File: config.mk
export PLATFORM = sky130hd
export DESIGN_NAME = msj_esc_pwm_driver_flat
export DESIGN_NICKNAME = d
export VERILOG_FILES = /design/src/rtl/msj_esc_pwm_driver_pkg.sv /design/src/rtl/msj_esc_pwm_driver_if.sv /design/src/rtl/msj_esc_pwm_driver_timebase.sv /design/src/rtl/msj_esc_pwm_driver.sv /design/src/flat_wrapper.sv
export SDC_FILE = /design/constraint.sdc
export NUM_CORES = 1
export LEC_CHECK = 0
export BUFFER_PORTS_ARGS = -buffer_cell sky130_fd_sc_hd__buf_4
export CORE_MARGIN = 4
export CORE_UTILIZATION = 54
export CTS_BUF_LIST = sky130_fd_sc_hd__clkbuf_8
export DETAILED_ROUTE_END_ITERATION = 7
export GPL_ROUTABILITY_DRIVEN = 0
export PLACE_DENSITY = 0.84
export SYNTH_ARGS = -nofsm -noshare
export SYNTH_HDL_FRONTEND = slang
export SYNTH_HIERARCHICAL = 1
export SYNTH_SLANG_ARGS = --single-unit
File: constraint.sdc
create_clock -name clock -period 3.8 [get_ports clock]
set_input_delay 0.19 -clock clock [delete_from_list [all_inputs] [get_ports clock]]
set_output_delay 0.19 -clock clock [all_outputs]
set_load 0.005 [all_outputs]
File: src/rtl/msj_esc_pwm_driver_pkg.sv
// ============================================================================
// msj_pwm_pkg : shared ESC driver types and the duty clamp helper
// Revision    : 1.0
// ============================================================================
`default_nettype none

package msj_pwm_pkg;

    typedef enum logic [1:0] {
        DISARMED = 2'd0,
        ARMING   = 2'd1,
        ARMED    = 2'd2
    } esc_state_t;

    // Negative commands map to 0, oversize commands saturate at full scale.
    function automatic logic [31:0] clamp_duty(input logic signed [31:0] x, input int res_bits);
        longint lim;
        lim = (longint'(1) << res_bits) - 1;
        if (x < 0) return '0;
        if (longint'(x) > lim) return 32'(lim);
        return 32'(x);
    endfunction

endpackage

`default_nettype wire

File: src/rtl/msj_esc_pwm_driver_if.sv
// ============================================================================
// msj_esc_pwm_driver_if : command inputs and pulse/status outputs of one ESC
// Revision              : 1.0
// ============================================================================
`default_nettype none

interface msj_esc_pwm_driver_if #(
    parameter int RESOLUTION_BITS = 12
);
    logic                       enable;
    logic                       estop;
    logic                       ena;
    logic signed [31:0]         duty;
    logic signed [31:0]         zero_speed;
    logic                       pwm_out;
    logic                       armed;
    logic                       period_start;
    logic [RESOLUTION_BITS-1:0] duty_applied;

    modport master (
        output enable, estop, ena, duty, zero_speed,
        input  pwm_out, armed, period_start, duty_applied
    );

    modport slave (
        input  enable, estop, ena, duty, zero_speed,
        output pwm_out, armed, period_start, duty_applied
    );
endinterface

`default_nettype wire

File: src/rtl/msj_esc_pwm_driver_timebase.sv
// ============================================================================
// msj_pwm_timebase : free-running prescaler and step counter for one period
// Revision         : 1.0
// ============================================================================
`default_nettype none

module msj_pwm_timebase #(
    parameter int PRESCALE        = 1,
    parameter int RESOLUTION_BITS = 12
) (
    input  logic                       clock,
    input  logic                       reset,
    output logic [RESOLUTION_BITS-1:0] step_cnt,
    output logic                       period_start
);
    localparam int PRESC_W = (PRESCALE > 1) ? $clog2(PRESCALE) : 1;
    localparam logic [PRESC_W-1:0] PRESC_MAX = PRESC_W'(PRESCALE - 1);

    if (PRESCALE < 1) begin : g_prescale_check
        $error("msj_pwm_timebase: clock too slow for PWM frequency and resolution");
    end

    logic [PRESC_W-1:0] presc_cnt;
    logic               presc_wrap;

    assign presc_wrap = (presc_cnt == PRESC_MAX);

    // period_start is registered so it is low straight out of reset and
    // high exactly while both counters read zero afterwards.
    always_ff @(posedge clock or posedge reset) begin
        if (reset) begin
            presc_cnt    <= '0;
            step_cnt     <= '0;
            period_start <= 1'b0;
        end else begin
            presc_cnt    <= presc_wrap ? '0 : presc_cnt + PRESC_W'(1);
            if (presc_wrap) step_cnt <= step_cnt + RESOLUTION_BITS'(1);
            period_start <= presc_wrap && (step_cnt == '1);
        end
    end
endmodule

`default_nettype wire

File: src/rtl/msj_esc_pwm_driver.sv
// ============================================================================
// msj_esc_pwm_driver : signed duty command to armed, slew-limited ESC pulse
// Revision           : 1.0
// ============================================================================
`default_nettype none

module msj_esc_pwm_driver
    import msj_pwm_pkg::*;
#(
    parameter int CLOCK_SPEED_HZ  = 50_000_000,
    parameter int PWM_FREQ_HZ     = 50,
    parameter int RESOLUTION_BITS = 12,
    parameter int ARM_PERIODS     = 100,
    parameter int SLEW_STEP       = 4
) (
    input  logic                clock,
    input  logic                reset,
    msj_esc_pwm_driver_if.slave bus
);
    localparam int STEPS    = 2 ** RESOLUTION_BITS;
    localparam int PRESCALE = CLOCK_SPEED_HZ / (PWM_FREQ_HZ * STEPS);
    localparam int ARM_W    = (ARM_PERIODS > 0) ? $clog2(ARM_PERIODS + 1) : 1;
    localparam logic [ARM_W-1:0]           ARM_LAST = ARM_W'(ARM_PERIODS);
    localparam logic [RESOLUTION_BITS-1:0] SLEW     = RESOLUTION_BITS'(SLEW_STEP);

    logic [RESOLUTION_BITS-1:0] step_cnt;
    logic                       period_start;

    msj_pwm_timebase #(
        .PRESCALE        (PRESCALE),
        .RESOLUTION_BITS (RESOLUTION_BITS)
    ) u_timebase (
        .clock        (clock),
        .reset        (reset),
        .step_cnt     (step_cnt),
        .period_start (period_start)
    );

    esc_state_t                 state, state_next;
    logic [ARM_W-1:0]           arm_cnt, arm_cnt_next;
    logic [RESOLUTION_BITS-1:0] target, target_next;
    logic [RESOLUTION_BITS-1:0] applied, applied_next;
    logic [RESOLUTION_BITS-1:0] slewed, zero_clamped, duty_clamped;
    logic                       pwm_q;

    assign zero_clamped = RESOLUTION_BITS'(clamp_duty(bus.zero_speed, RESOLUTION_BITS));
    assign duty_clamped = RESOLUTION_BITS'(clamp_duty(bus.duty, RESOLUTION_BITS));

    always_comb begin
        slewed = target;
        if (target > applied) begin
            if (target - applied > SLEW) slewed = applied + SLEW;
        end else if (applied - target > SLEW) begin
            slewed = applied - SLEW;
        end
    end

    always_comb begin
        state_next   = state;
        arm_cnt_next = arm_cnt;
        target_next  = target;
        applied_next = applied;
        if (!bus.enable) begin
            state_next   = DISARMED;
            arm_cnt_next = '0;
            if (period_start) applied_next = '0;
        end else if (state == DISARMED) begin
            if (period_start) begin
                applied_next = '0;
                if (!bus.estop) begin
                    state_next   = ARMING;
                    arm_cnt_next = '0;
                end
            end
        end else if (bus.estop) begin
            state_next   = ARMING;
            arm_cnt_next = '0;
            if (period_start) applied_next = zero_clamped;
        end else if (state == ARMING) begin
            if (period_start) begin
                if (arm_cnt == ARM_LAST) begin
                    state_next  = ARMED;
                    target_next = zero_clamped;
                end else begin
                    applied_next = zero_clamped;
                    arm_cnt_next = arm_cnt + ARM_W'(1);
                end
            end
        end else begin
            // Slew reads the pre-strobe target, so a coincident ena waits a period.
            if (period_start) applied_next = slewed;
            if (bus.ena) target_next = duty_clamped;
        end
    end

    always_ff @(posedge clock or posedge reset) begin
        if (reset) begin
            state   <= DISARMED;
            arm_cnt <= '0;
            target  <= '0;
            applied <= '0;
            pwm_q   <= 1'b0;
        end else begin
            state   <= state_next;
            arm_cnt <= arm_cnt_next;
            target  <= target_next;
            applied <= applied_next;
            pwm_q   <= (state_next != DISARMED) && (step_cnt < applied_next);
        end
    end

    assign bus.pwm_out      = pwm_q;
    assign bus.armed        = (state == ARMED);
    assign bus.period_start = period_start;
    assign bus.duty_applied = applied;
endmodule

`default_nettype wire

File: src/flat_wrapper.sv
// flat-port wrapper written by rule: the top's interface ports become plain ports
module msj_esc_pwm_driver_flat import msj_pwm_pkg::*;
#(
    parameter int CLOCK_SPEED_HZ  = 50_000_000,
    parameter int PWM_FREQ_HZ     = 50,
    parameter int RESOLUTION_BITS = 12,
    parameter int ARM_PERIODS     = 100,
    parameter int SLEW_STEP       = 4
)
  (clock, reset, bus_enable, bus_estop, bus_ena, bus_duty, bus_zero_speed, bus_pwm_out, bus_armed, bus_period_start, bus_duty_applied);
  msj_esc_pwm_driver_if #(.RESOLUTION_BITS(RESOLUTION_BITS)) bus_i ();
  input  logic clock;
  input  logic reset;
  input wire logic [$bits(bus_i.enable)-1:0] bus_enable;
  input wire logic [$bits(bus_i.estop)-1:0] bus_estop;
  input wire logic [$bits(bus_i.ena)-1:0] bus_ena;
  input wire logic [$bits(bus_i.duty)-1:0] bus_duty;
  input wire logic [$bits(bus_i.zero_speed)-1:0] bus_zero_speed;
  output wire logic [$bits(bus_i.pwm_out)-1:0] bus_pwm_out;
  output wire logic [$bits(bus_i.armed)-1:0] bus_armed;
  output wire logic [$bits(bus_i.period_start)-1:0] bus_period_start;
  output wire logic [$bits(bus_i.duty_applied)-1:0] bus_duty_applied;
  assign bus_i.enable = bus_enable;
  assign bus_i.estop = bus_estop;
  assign bus_i.ena = bus_ena;
  assign bus_i.duty = bus_duty;
  assign bus_i.zero_speed = bus_zero_speed;
  assign bus_pwm_out = bus_i.pwm_out;
  assign bus_armed = bus_i.armed;
  assign bus_period_start = bus_i.period_start;
  assign bus_duty_applied = bus_i.duty_applied;
  msj_esc_pwm_driver #(.CLOCK_SPEED_HZ(CLOCK_SPEED_HZ), .PWM_FREQ_HZ(PWM_FREQ_HZ), .RESOLUTION_BITS(RESOLUTION_BITS), .ARM_PERIODS(ARM_PERIODS), .SLEW_STEP(SLEW_STEP)) u_core (.clock(clock), .reset(reset), .bus(bus_i));
endmodule
## Yosys cells after proc, flatten, opt, wreduce, memory -nomap -nowiden

Cells that the tools add are included.

- $add $sub $neg: 7
- Multiply operators: 0
- Divide/modulo/power cells: 0
- Magnitude comparators: 8
- Equal/unequal tests: 12
- Shift-type cells: 0
- Muxes and demuxes: 47
- Bitwise operators: 2
- Reductions and logical operators: 7

Operator list:

| cell | count |
|---|---|
| $mux 12 | 24 |
| $gt 32x13->1 const B | 2 |
| $lt 32x1->1 const B | 2 |
| $mux 7 | 8 |
| $gt 12x3->1 const B | 2 |
| $sub 12x12->12 | 2 |
| $mux 2 | 8 |
| $add 12x1->12 const B | 1 |
| $add 12x3->12 const B | 1 |
| $eq 12x12->1 const B | 1 |
| $gt 12x12->1 | 1 |
| $lt 12x12->1 | 1 |
| $sub 12x3->12 const B | 1 |
| $add 8x1->8 const B | 1 |
| $eq 8x8->1 const B | 1 |
| $mux 8 | 1 |
| $add 7x1->7 const B | 1 |
| $eq 7x7->1 const B | 1 |
| $mux 1 | 6 |
| $ne 3x3->1 const B | 2 |
| $reduce_and 6->1 | 1 |
| $reduce_and 5->1 | 1 |
| $ne 2x2->1 const B | 2 |
| $ne 4x1->1 const B | 1 |
| 8 further kinds | 11 |

- Bits in registers: 55
- Bits in latches: 0
- Bits in writable memories: 0
- ROM bits: 0
- Output and inout port bits: 15
- Logic and storage cells: 91
- Memories: 0

## Longest topological paths before layout

Gate-level depths: netlist (run 1).

- Depth after elaboration: 13
- Mapped depth: 22
- Depth with buffers taken out: 20

## Cells and area by module

The synthesis (run 1) kept the hierarchy.

By module, submodules not included:

| module | times used | cells an instance | area an instance (sq um) | seq. area each (sq um) |
|---|---|---|---|---|
| msj_esc_pwm_driver | 1 | 618 | 4483.0 | 850.8 |
| msj_pwm_timebase | 1 | 79 | 977.2 | 525.5 |

## Least setup slack after synthesis (run 1)

No wires, ideal clock.

- Path kind: register -> register
- From: reg u_core.applied[8] (netlist: u_core/bus.duty_applied[8])
- To: reg u_core.pwm_q (netlist: u_core/bus.pwm_out)
- Library setup time: 0.077 ns
- Data arrival time: 3.998 ns
- Required time: 3.723 ns
- Slack: -0.275 ns
- Cell stages (with the launch flop): 22
- Buffers on the path: 3
- Cells stage by stage: dfrtp_1 clkbuf_1 inv_1 ha_1 buf_2 nand2_1 o21ai_0 and2_1 a211oi_1 a2111o_1 nor3_4 a21oi_2 buf_6 o21ai_0 a31oi_1 ha_1 a21o_1 a211oi_1 o41ai_1 nor3_1 o21ai_0 a21oi_1

- Word-level cells in the longest chain between the ends: 11

Ends and longest elaborated chain:

| element | RTL line | source |
|---|---|---|
| from (decl) | msj_esc_pwm_driver.sv:42 | `logic [RESOLUTION_BITS-1:0] applied, applied_next;` |
| from (signal assigned) | msj_esc_pwm_driver.sv:107 | `applied <= applied_next;` |
| $sub 12x12->12 (on tied branches) | msj_esc_pwm_driver.sv:53, msj_esc_pwm_driver.sv:52 |  |
| $gt 12x3->1 (on tied branches) | msj_esc_pwm_driver.sv:53, msj_esc_pwm_driver.sv:52 |  |
| $mux 12 (on tied branches) | msj_esc_pwm_driver.sv:53, msj_esc_pwm_driver.sv:52 |  |
| $mux 12 | msj_esc_pwm_driver.sv:51 | `if (target > applied) begin` |
| $mux 12 | msj_esc_pwm_driver.sv:91 | `if (period_start) applied_next = slewed;` |
| $mux 12 | msj_esc_pwm_driver.sv:79 | `end else if (state == ARMING) begin` |
| $mux 12 | msj_esc_pwm_driver.sv:75 | `end else if (bus.estop) begin` |
| $mux 12 | msj_esc_pwm_driver.sv:67 | `end else if (state == DISARMED) begin` |
| $mux 12 * | msj_esc_pwm_driver.sv:63 | `if (!bus.enable) begin` |
| $lt 12x12->1 * | msj_esc_pwm_driver.sv:108 | `pwm_q <= (state_next != DISARMED) && (step_cnt < applied_next);` |
| $logic_and 1x1->1 * | msj_esc_pwm_driver.sv:108 |  |
| to (signal assigned) | msj_esc_pwm_driver.sv:108 |  |
| to (decl) | msj_esc_pwm_driver.sv:44 | `logic pwm_q;` |

Every way passes the cells marked *; elsewhere a longest branch is shown, timed or not.
A chain may end at the register's enable or synchronous reset.

## Worst setup path in the final report (run 1)

- From: reg u_core.target[1]
- To: reg u_core.pwm_q (netlist: u_core/bus.pwm_out)

- Word-level cells in the longest chain between the ends: 11

Ends and longest elaborated chain:

| element | RTL line | source |
|---|---|---|
| from (decl) | msj_esc_pwm_driver.sv:41 | `logic [RESOLUTION_BITS-1:0] target, target_next;` |
| from (signal assigned) | msj_esc_pwm_driver.sv:106 | `target <= target_next;` |
| $sub 12x12->12 (on tied branches) | msj_esc_pwm_driver.sv:53, msj_esc_pwm_driver.sv:52 |  |
| $gt 12x3->1 (on tied branches) | msj_esc_pwm_driver.sv:53, msj_esc_pwm_driver.sv:52 |  |
| $mux 12 (on tied branches) | msj_esc_pwm_driver.sv:53, msj_esc_pwm_driver.sv:52 |  |
| $mux 12 * | msj_esc_pwm_driver.sv:51 |  |
| $mux 12 * | msj_esc_pwm_driver.sv:91 |  |
| $mux 12 * | msj_esc_pwm_driver.sv:79 |  |
| $mux 12 * | msj_esc_pwm_driver.sv:75 |  |
| $mux 12 * | msj_esc_pwm_driver.sv:67 |  |
| $mux 12 * | msj_esc_pwm_driver.sv:63 |  |
| $lt 12x12->1 * | msj_esc_pwm_driver.sv:108 |  |
| $logic_and 1x1->1 * | msj_esc_pwm_driver.sv:108 |  |

Marks and branches as above.

==> results of run 1 <==
==> layout make-up <==
class	count	area, um2	area share (%)
clock buffer	5	68.8	0.939
clock inverter	3	25.0	0.342
inverter	35	131	1.79
multi-input combinational	575	4060	55.4
sequential	55	1380	18.9
tap	133	166	2.27
timing repair buffer	197	1490	20.4
==> flip-flops by register name, summed over array words and instances (netlist names) <==
name,cells
u_core/target,12
u_core/arm_cnt,7
u_core/u_timebase/step_cnt,12
u_core/bus.pwm_out,1
u_core/bus.duty_applied,12
u_core/u_timebase/period_start,1
u_core/u_timebase/presc_cnt,8
u_core/state,2
==> layout by cell type (no fill, tap or decap), types with 5 or more instances in the layout <==
cell type    n
inv_2        6
nor4_1      10
a211oi_1     5
nand2_1     75
nand3_1     24
and2_1       5
a21oi_2      8
nand4_1      7
o21ai_0     55
o22ai_1      5
o21a_1       5
nor2b_1      8
inv_1       29
a31oi_1      6
a21oi_1     36
o31ai_1     11
dfrtp_1     51
and3_1       9
xnor2_1     21
ha_1        34
o211ai_1    10
o221ai_1     6
o21bai_1     8
nor2_1      68
clkbuf_8     5
nor3_1      12
a21o_1       9
o31a_1       6
nand2b_1     6
xor2_1       5
mux2i_1      6
buf_4      193
==> power by group <==
group	switching (mW)	total (mW)	internal, mW
Sequential	0.00901	0.604	0.595
Clock	0.222	0.358	0.135
Combinational	0.257	0.481	0.225
Total	0.488	1.44	0.954
==> critical path, delay by kind of cell, from the launching register on <==
kind / cells / cell delay (ns)
AO/OA/AOI/OAI: 7 / 1.70
adder cells (fa/ha/maj): 2 / 0.58
AND/OR/NAND/NOR: 6 / 0.84
buffers and inverters: 4 / 0.72
flip-flops: 1 / 0.44
==> cell families (layout without fill, tap and decap cells) <==
family	Yosys count	in the layout	synth area share (%)
simple gates	268	268	25.3
compound gates	233	233	29.1
buf+inv	67	240	5.29
flops	55	55	25.2
fa+ha+maj	41	41	9.53
xor+xnor	26	26	4.17
mux	7	7	1.31
==> routing by layer <==
layer  vias up  share of wire, %
met3       150                12
met5         -                 0
met4         0               5.0
met2       541                45
li1       2919                 -
met1      3068                38
==> metrics by stage <==
step	setup WS, ns	hold WS [ns]	power [mW]
after floorplan	-0.0595	0.167	0.851
after global placement	-0.217	0.338	1.04
after detailed placement	-0.331	0.338	1.05
after CTS	-0.286	0.170	1.42
after global routing	-0.752	0.190	1.49
final	-0.602	0.184	1.44
==> path summary, 6_finish.rpt <==
| kind | end | slack [ns] | cells after the start | start |
|---|---|---|---|---|
| worst min-delay path | u_core/arm_cnt[0]$_DFFE_PP0P_ | 0.18 | 3 | bus_enable |
| min in group asynchronous | u_core/state[0]$_DFF_PP0_ | 0.55 | 4 | reset |
| worst max-delay path | u_core/bus.pwm_out$_DFF_PP0_ | -0.60 | 19 | u_core/target[1]$_DFFE_PP0P_ |
| worst min register to register | u_core/arm_cnt[6]$_DFFE_PP0P_ | 0.52 | 1 | u_core/arm_cnt[6]$_DFFE_PP0P_ |
| worst max register to register | u_core/bus.pwm_out$_DFF_PP0_ | -0.60 | 19 | u_core/target[1]$_DFFE_PP0P_ |
| max in group asynchronous | u_core/u_timebase/presc_cnt[5]$_DFF_PP0_ | 2.70 | 3 | reset |
==> timing repair <==
item,4_1_cts,5_1_grt
gates resized for setup,26,8
hold endpoints to repair,23,0
buffers inserted,2,1
setup endpoints to repair,1,1
hold buffers,1,0
pin swaps,13,3
==> results.md, run 1 <==
* Status: finished, violations left
* Failing checks: design-rule violations, negative setup slack
* Initial antenna violation count at 0
* Final core utilization at 74.6%
* Antenna Nets Post-Route at 0
* CP Launch Type: flip-flop
* Final Non-Filler Cells at 1003
* Starting DRT DRC Count at 1107
* Area growth, synth to finish at 34.2%
* Vias in the first global route at 6543
* Critical path's most frequent cell: buf_4
* Drt via density at 6.66
* Sink Count at 55
* Post-synthesis sequential area ratio at 25.2%
* First-pass GRT wire length at 31900 um
* Slowest cell on crit path: dfrtp_1
* CTS tree: built
* Finished Cell Area at 7330 um2
* Core area at 9820 um2
* Starting Density at 55.6%
* Routed via count at 6678
* Ant. Diodes at 0
* Tot GR Track Use at 34.0%
* Worst clock skew at 0.0146 ns
* CP cell instances: ha_4, nor2b_4, buf_4, o21ai_0, nand2_1, a311oi_2, o221ai_2, buf_4, o21ai_4, buf_4, o221ai_1, o22a_1, ha_1, nand4_1, buf_4, nor3_1, nand3_1, nor2_1, a21oi_1
* Crit path kind: reg -> reg
* Area leader, netlist: dfrtp_1
* Root Driver: clkbuf_8
* Yosys cell types at 87
* Fill cells at 654
* Achievable Freq at 227 MHz
* Io pins at 84
* Endpoint required time on the critical path at 4.00 ns
* Clock Path Buffers at 2
* Largest net degree at the start of global routing at 35
* Ys Warns at 6
* CP max FO at 6
* Post-route setup slack at -0.602 ns
* Post-synth top area share at 25.2%
* Async SR Flop Fraction at 100%
* M2 GR Usage at 55.8%
* Inst Count DP at 991
* Placed inst area at 7020 um2
* TNS Setup at -0.602 ns
* 1st-pass router iterations at 8
* CP Capture Type: flip-flop
* Max-Cap Viols at 0
* Tmin final at 4.40 ns
* Relative slew margins at 44.1%
* Static Leak at 3.27 nW
* Die area at 11800 um2
* Layout cells sized above 1 at 32.6%
* Most frequent cell after synthesis: nand2_1
* Mapped Area at 5460 um2
* GR peak layer: met2
* Drt total wl at 20200 um
* Final hold violation count at 0
* Synth Instances at 697
* # DRC at 43
* # port buffers at 83
* Level count of the clock H-tree at 2
* Cts bufs inserted at 5
* Worst-margin pin slew at 0.839 ns
* Synth Net Count at 807
* Congestion Overflow GR at 0
* Met1 usage at 43.3%
* Area contributors post-synth: dfrtp_1 25%, ha_1 9.2%, o21ai_0 5.4%, nand2_1 5.2%, nor2_1 4.9%
* WL/cell at 20.1 um
* Die H at 109 um
* Top post-synthesis cells by count: 75 x nand2_1, 71 x nor2_1, 59 x o21ai_0
* Die Wd at 109 um
* VDD IR max at 0.147 mV
* Worst-Skew Late Latency at 0.32 ns
* Main flop type after synthesis: dfrtp_1
* Final number of setup-violating endpoints at 1
* Slowest stage delay, CP at 0.44 ns
* #FFs+latches synth at 55
* CP Data Arrival Time at 4.60 ns
* Met3 GRT Util at 7.88%
* Power density cells at 197 nW/um2
* NumNets Final at 979
* Max Transition Viols Final at 0
* Rows at 36
* Worst-path clk slew at 0.12 ns
* Syn Area/Cell at 7.83 um2
* Fin crit share at 116%
* RSZ-0062 raised after global routing: yes
* DP HPWL at 14900 um
* EDFF count, synth at 0
* HP Class: in -> reg
(Power assumes the default switching activity.)
==> run 2: changes to the inputs <==
REMOVE_ABC_BUFFERS = 1   (was unset)
==> run 2 against run 1 <==
The flow still finishes with violations (design-rule violations, negative setup slack). Critical path type unchanged. Highest routed layer unchanged. Sequential power barely moved. Sequential share of layout area fell by 0.26 points. Routed wire length rose by 4.2%.
==> results.md, run 2 (same netlist as run 1, synthesis figures left out) <==
* Drt via density at 6.73 (+1.1%)
* Tot GR Track Use at 34.2% (+0.21 points)
* Crit path kind: reg -> reg
* Routed via count at 6867 (+2.8%)
* Die area at 11800 um2 (unchanged)
* CP Launch Type: flip-flop
* Core area at 9820 um2 (unchanged)
* Power density cells at 197 nW/um2 (about the same)
* Area growth, synth to finish at 35.6%
* Worst-margin pin slew at 0.963 ns (+0.124 ns)
* Flop-to-flop setup slack at -0.59 ns (about the same)
* Antenna Nets Post-Route at 0 (unchanged)
* CP top delay family: compound AO/OA/AOI/OAI gates
* Tot Pwr at 1.46 mW (+1.1%)
* Final hold violation count at 0 (unchanged)
* TNS Setup at -0.592 ns (+0.00970 ns)
* WL/cell at 20.6 um (+2.5%)
* # DRC at 2 (-95%)
* Vias in the first global route at 6657 (+1.7%)
* NumNets Final at 996 (+1.7%)
* Initial antenna violation count at 0 (unchanged)
* First-pass GRT wire length at 31800 um (-0.48%)
* CP Capture Type: flip-flop
* Layout cells sized above 1 at 32.6% (-0.062 points)
* Leading cell type in the layout, fill and taps excluded: buf_4
* Crit path depth at 19 (unchanged)
* R2R Path End: u_core/bus.pwm_out$_DFF_PP0_
* RSZ-0062 raised after global routing: yes
* Io pins at 84 (unchanged)
* Die H at 109 um (unchanged)
* Fin crit share at 116% (-0.26 points)
* Starting DRT DRC Count at 1054 (-4.8%)
* Static Leak at 3.36 nW (+2.9%)
* # port buffers at 83 (unchanged)
* DP HPWL at 15000 um (+0.61%)
* CTS tree: built
* Post-route setup slack at -0.592 ns (+0.00970 ns)
* Critical path's most frequent cell: a211oi_2
* Cts bufs inserted at 5 (unchanged)
* Largest net degree at the start of global routing at 35 (unchanged)
* Worst-path clk slew at 0.11 ns (about the same)
* Max-Cap Viols at 0 (unchanged)
* Status: finished, violations left
* Failing checks: design-rule violations, negative setup slack
* WHS Endpoint: u_core/arm_cnt[5]$_DFFE_PP0P_
* Level count of the clock H-tree at 2 (unchanged)
* CP Data Arrival Time at 4.65 ns (+0.05 ns)
* Relative slew margins at 35.2% (-8.9 points)
* 1st-pass router iterations at 8 (unchanged)
* Endpoint required time on the critical path at 4.05 ns (+0.05 ns)
* Final number of setup-violating endpoints at 1 (unchanged)
* Root Driver: clkbuf_8
* Drt total wl at 21000 um (+4.2%)
* Sink Count at 55 (unchanged)
* Hold path startpoint: bus_enable
* Reg2Reg Depth at 19 (unchanged)
* CP max FO at 3 (-3)
* Worst clock skew at 0.0130 ns (-0.00160 ns)
* Congestion Overflow GR at 0 (unchanged)
* Tmin final at 4.39 ns (-0.00971 ns)
* CP cell instances: inv_2, ha_4, nor2b_4, o2111a_1, or4_4, a211oi_2, o2111ai_2, nor2_2, buf_4, a22oi_2, a31o_2, a31oi_1, ha_1, a21o_1, a211oi_2, o41ai_2, nor3_1, o21ai_1, a21oi_1
* Max Transition Viols Final at 0 (unchanged)
* Most frequent cells in the layout: 209 x buf_4, 75 x nand2_1, 68 x nor2_1
* Die Wd at 109 um (unchanged)
* Worst r2r src: u_core/bus.duty_applied[1]$_DFF_PP0_
* Hold Path Stages at 3 (unchanged)
* Ant. Diodes at 0 (unchanged)
* Worst-Skew Late Latency at 0.33 ns (about the same)
* HP Class: in -> reg
* Starting Density at 55.6% (unchanged)
* Slowest stage delay, CP at 0.49 ns (+0.05 ns)
* Achievable Freq at 228 MHz (+0.22%)
* VDD IR max at 0.141 mV (-3.9%)
* Rows at 36 (unchanged)
* Slowest cell on crit path: or4_4
* WP buf/inv at 2 (-2)
* Clock Path Buffers at 2 (unchanged)
run 2: changes by cell type in the layout (fill, tap and decap cells not counted), moves of 2 or more:
cell	previous run	this run
a21oi_2	8	2
dfrtp_1	51	55
a21oi_1	36	41
buf_4	193	209
ha_4	4	7
o21ai_4	2	0
ha_1	34	32
inv_6	2	0
dfrtp_2	4	0
run 2: per-stage QoR:
step | setup WS, ns | hold WS [ns] | util, % | std cells | cell area [um2]
final | -0.592 | 0.192 | 75.4 | 1020 | 7400
after global routing | -0.623 | 0.189 | 75.4 | 1020 | 7400
after CTS | -0.329 | 0.173 | 73.6 | 1014 | 7230
after detailed placement | -0.421 | 0.345 | 71.0 | 998 | 6970
after global placement | -0.334 | 0.331 | 71.0 | 998 | 6970
after floorplan | -0.300 | 0.167 | - | 665 | 5300
run 2: how the worst max path moves through the flow:
stage | slack (ns) | start | to
2_1_floorplan | -0.30 | u_core/bus.duty_applied[5]$_DFF_PP0_ | u_core/bus.pwm_out$_DFF_PP0_
3_3_place_gp | -0.33 | u_core/bus.duty_applied[5]$_DFF_PP0_ | u_core/bus.pwm_out$_DFF_PP0_
3_5_place_dp | -0.42 | u_core/bus.duty_applied[1]$_DFF_PP0_ | u_core/bus.pwm_out$_DFF_PP0_
4_1_cts | -0.33 | u_core/bus.duty_applied[1]$_DFF_PP0_ | u_core/bus.pwm_out$_DFF_PP0_
5_1_grt | -0.62 | u_core/bus.duty_applied[0]$_DFF_PP0_ | u_core/bus.pwm_out$_DFF_PP0_
6_report | -0.59 | u_core/bus.duty_applied[1]$_DFF_PP0_ | u_core/bus.pwm_out$_DFF_PP0_
run 2: power by group:
part	total, mW	internal (mW)	switching [mW]
logic	0.500	0.240	0.260
registers	0.605	0.595	0.00995
clock network	0.354	0.134	0.220
total	1.46	0.968	0.490
run 2: what timing repair did:
action | CTS | global route
gates resized for setup | 24 | 26
hold buffers | 1 | 0
buffers inserted | 7 | 5
cloned | 0 | 1
pin swaps | 17 | 18
setup endpoints to repair | 1 | 1
hold endpoints to repair | 34 | 0
run 2: metal layers:
| metal | track usage [%] | vias to the layer above | wire length, um |
|---|---|---|---|
| met4 | 21.2 | 0 | 1620 |
| met3 | 7.52 | 200 | 2510 |
| met2 | 56.0 | 615 | 9440 |
| li1 | - | 2947 | - |
| met1 | 40.6 | 3105 | 7460 |
| met5 | 0 | - | 0 |
run 2: cell type report:
cell class / count / area [um2]
repair buffers: 214 / 1620
multi-input cells: 575 / 4020
well taps: 133 / 166
flip-flops and latches: 55 / 1380
inverters: 35 / 131
fillers: 690 / 2420
clock inverters: 3 / 23.8
clock buffers: 5 / 68.8
run 2: worst reg2reg max path, cell delays in order (launching register included):
cell and delay, ns:
dfrtp_1 0.43, inv_2 0.10, ha_4 0.22, nor2b_4 0.14
o2111a_1 0.28, or4_4 0.49, a211oi_2 0.29, o2111ai_2 0.22
nor2_2 0.22, buf_4 0.14, a22oi_2 0.09, a31o_2 0.27
a31oi_1 0.17, ha_1 0.28, a21o_1 0.21, a211oi_2 0.30
o41ai_2 0.12, nor3_1 0.15, o21ai_1 0.10, a21oi_1 0.14
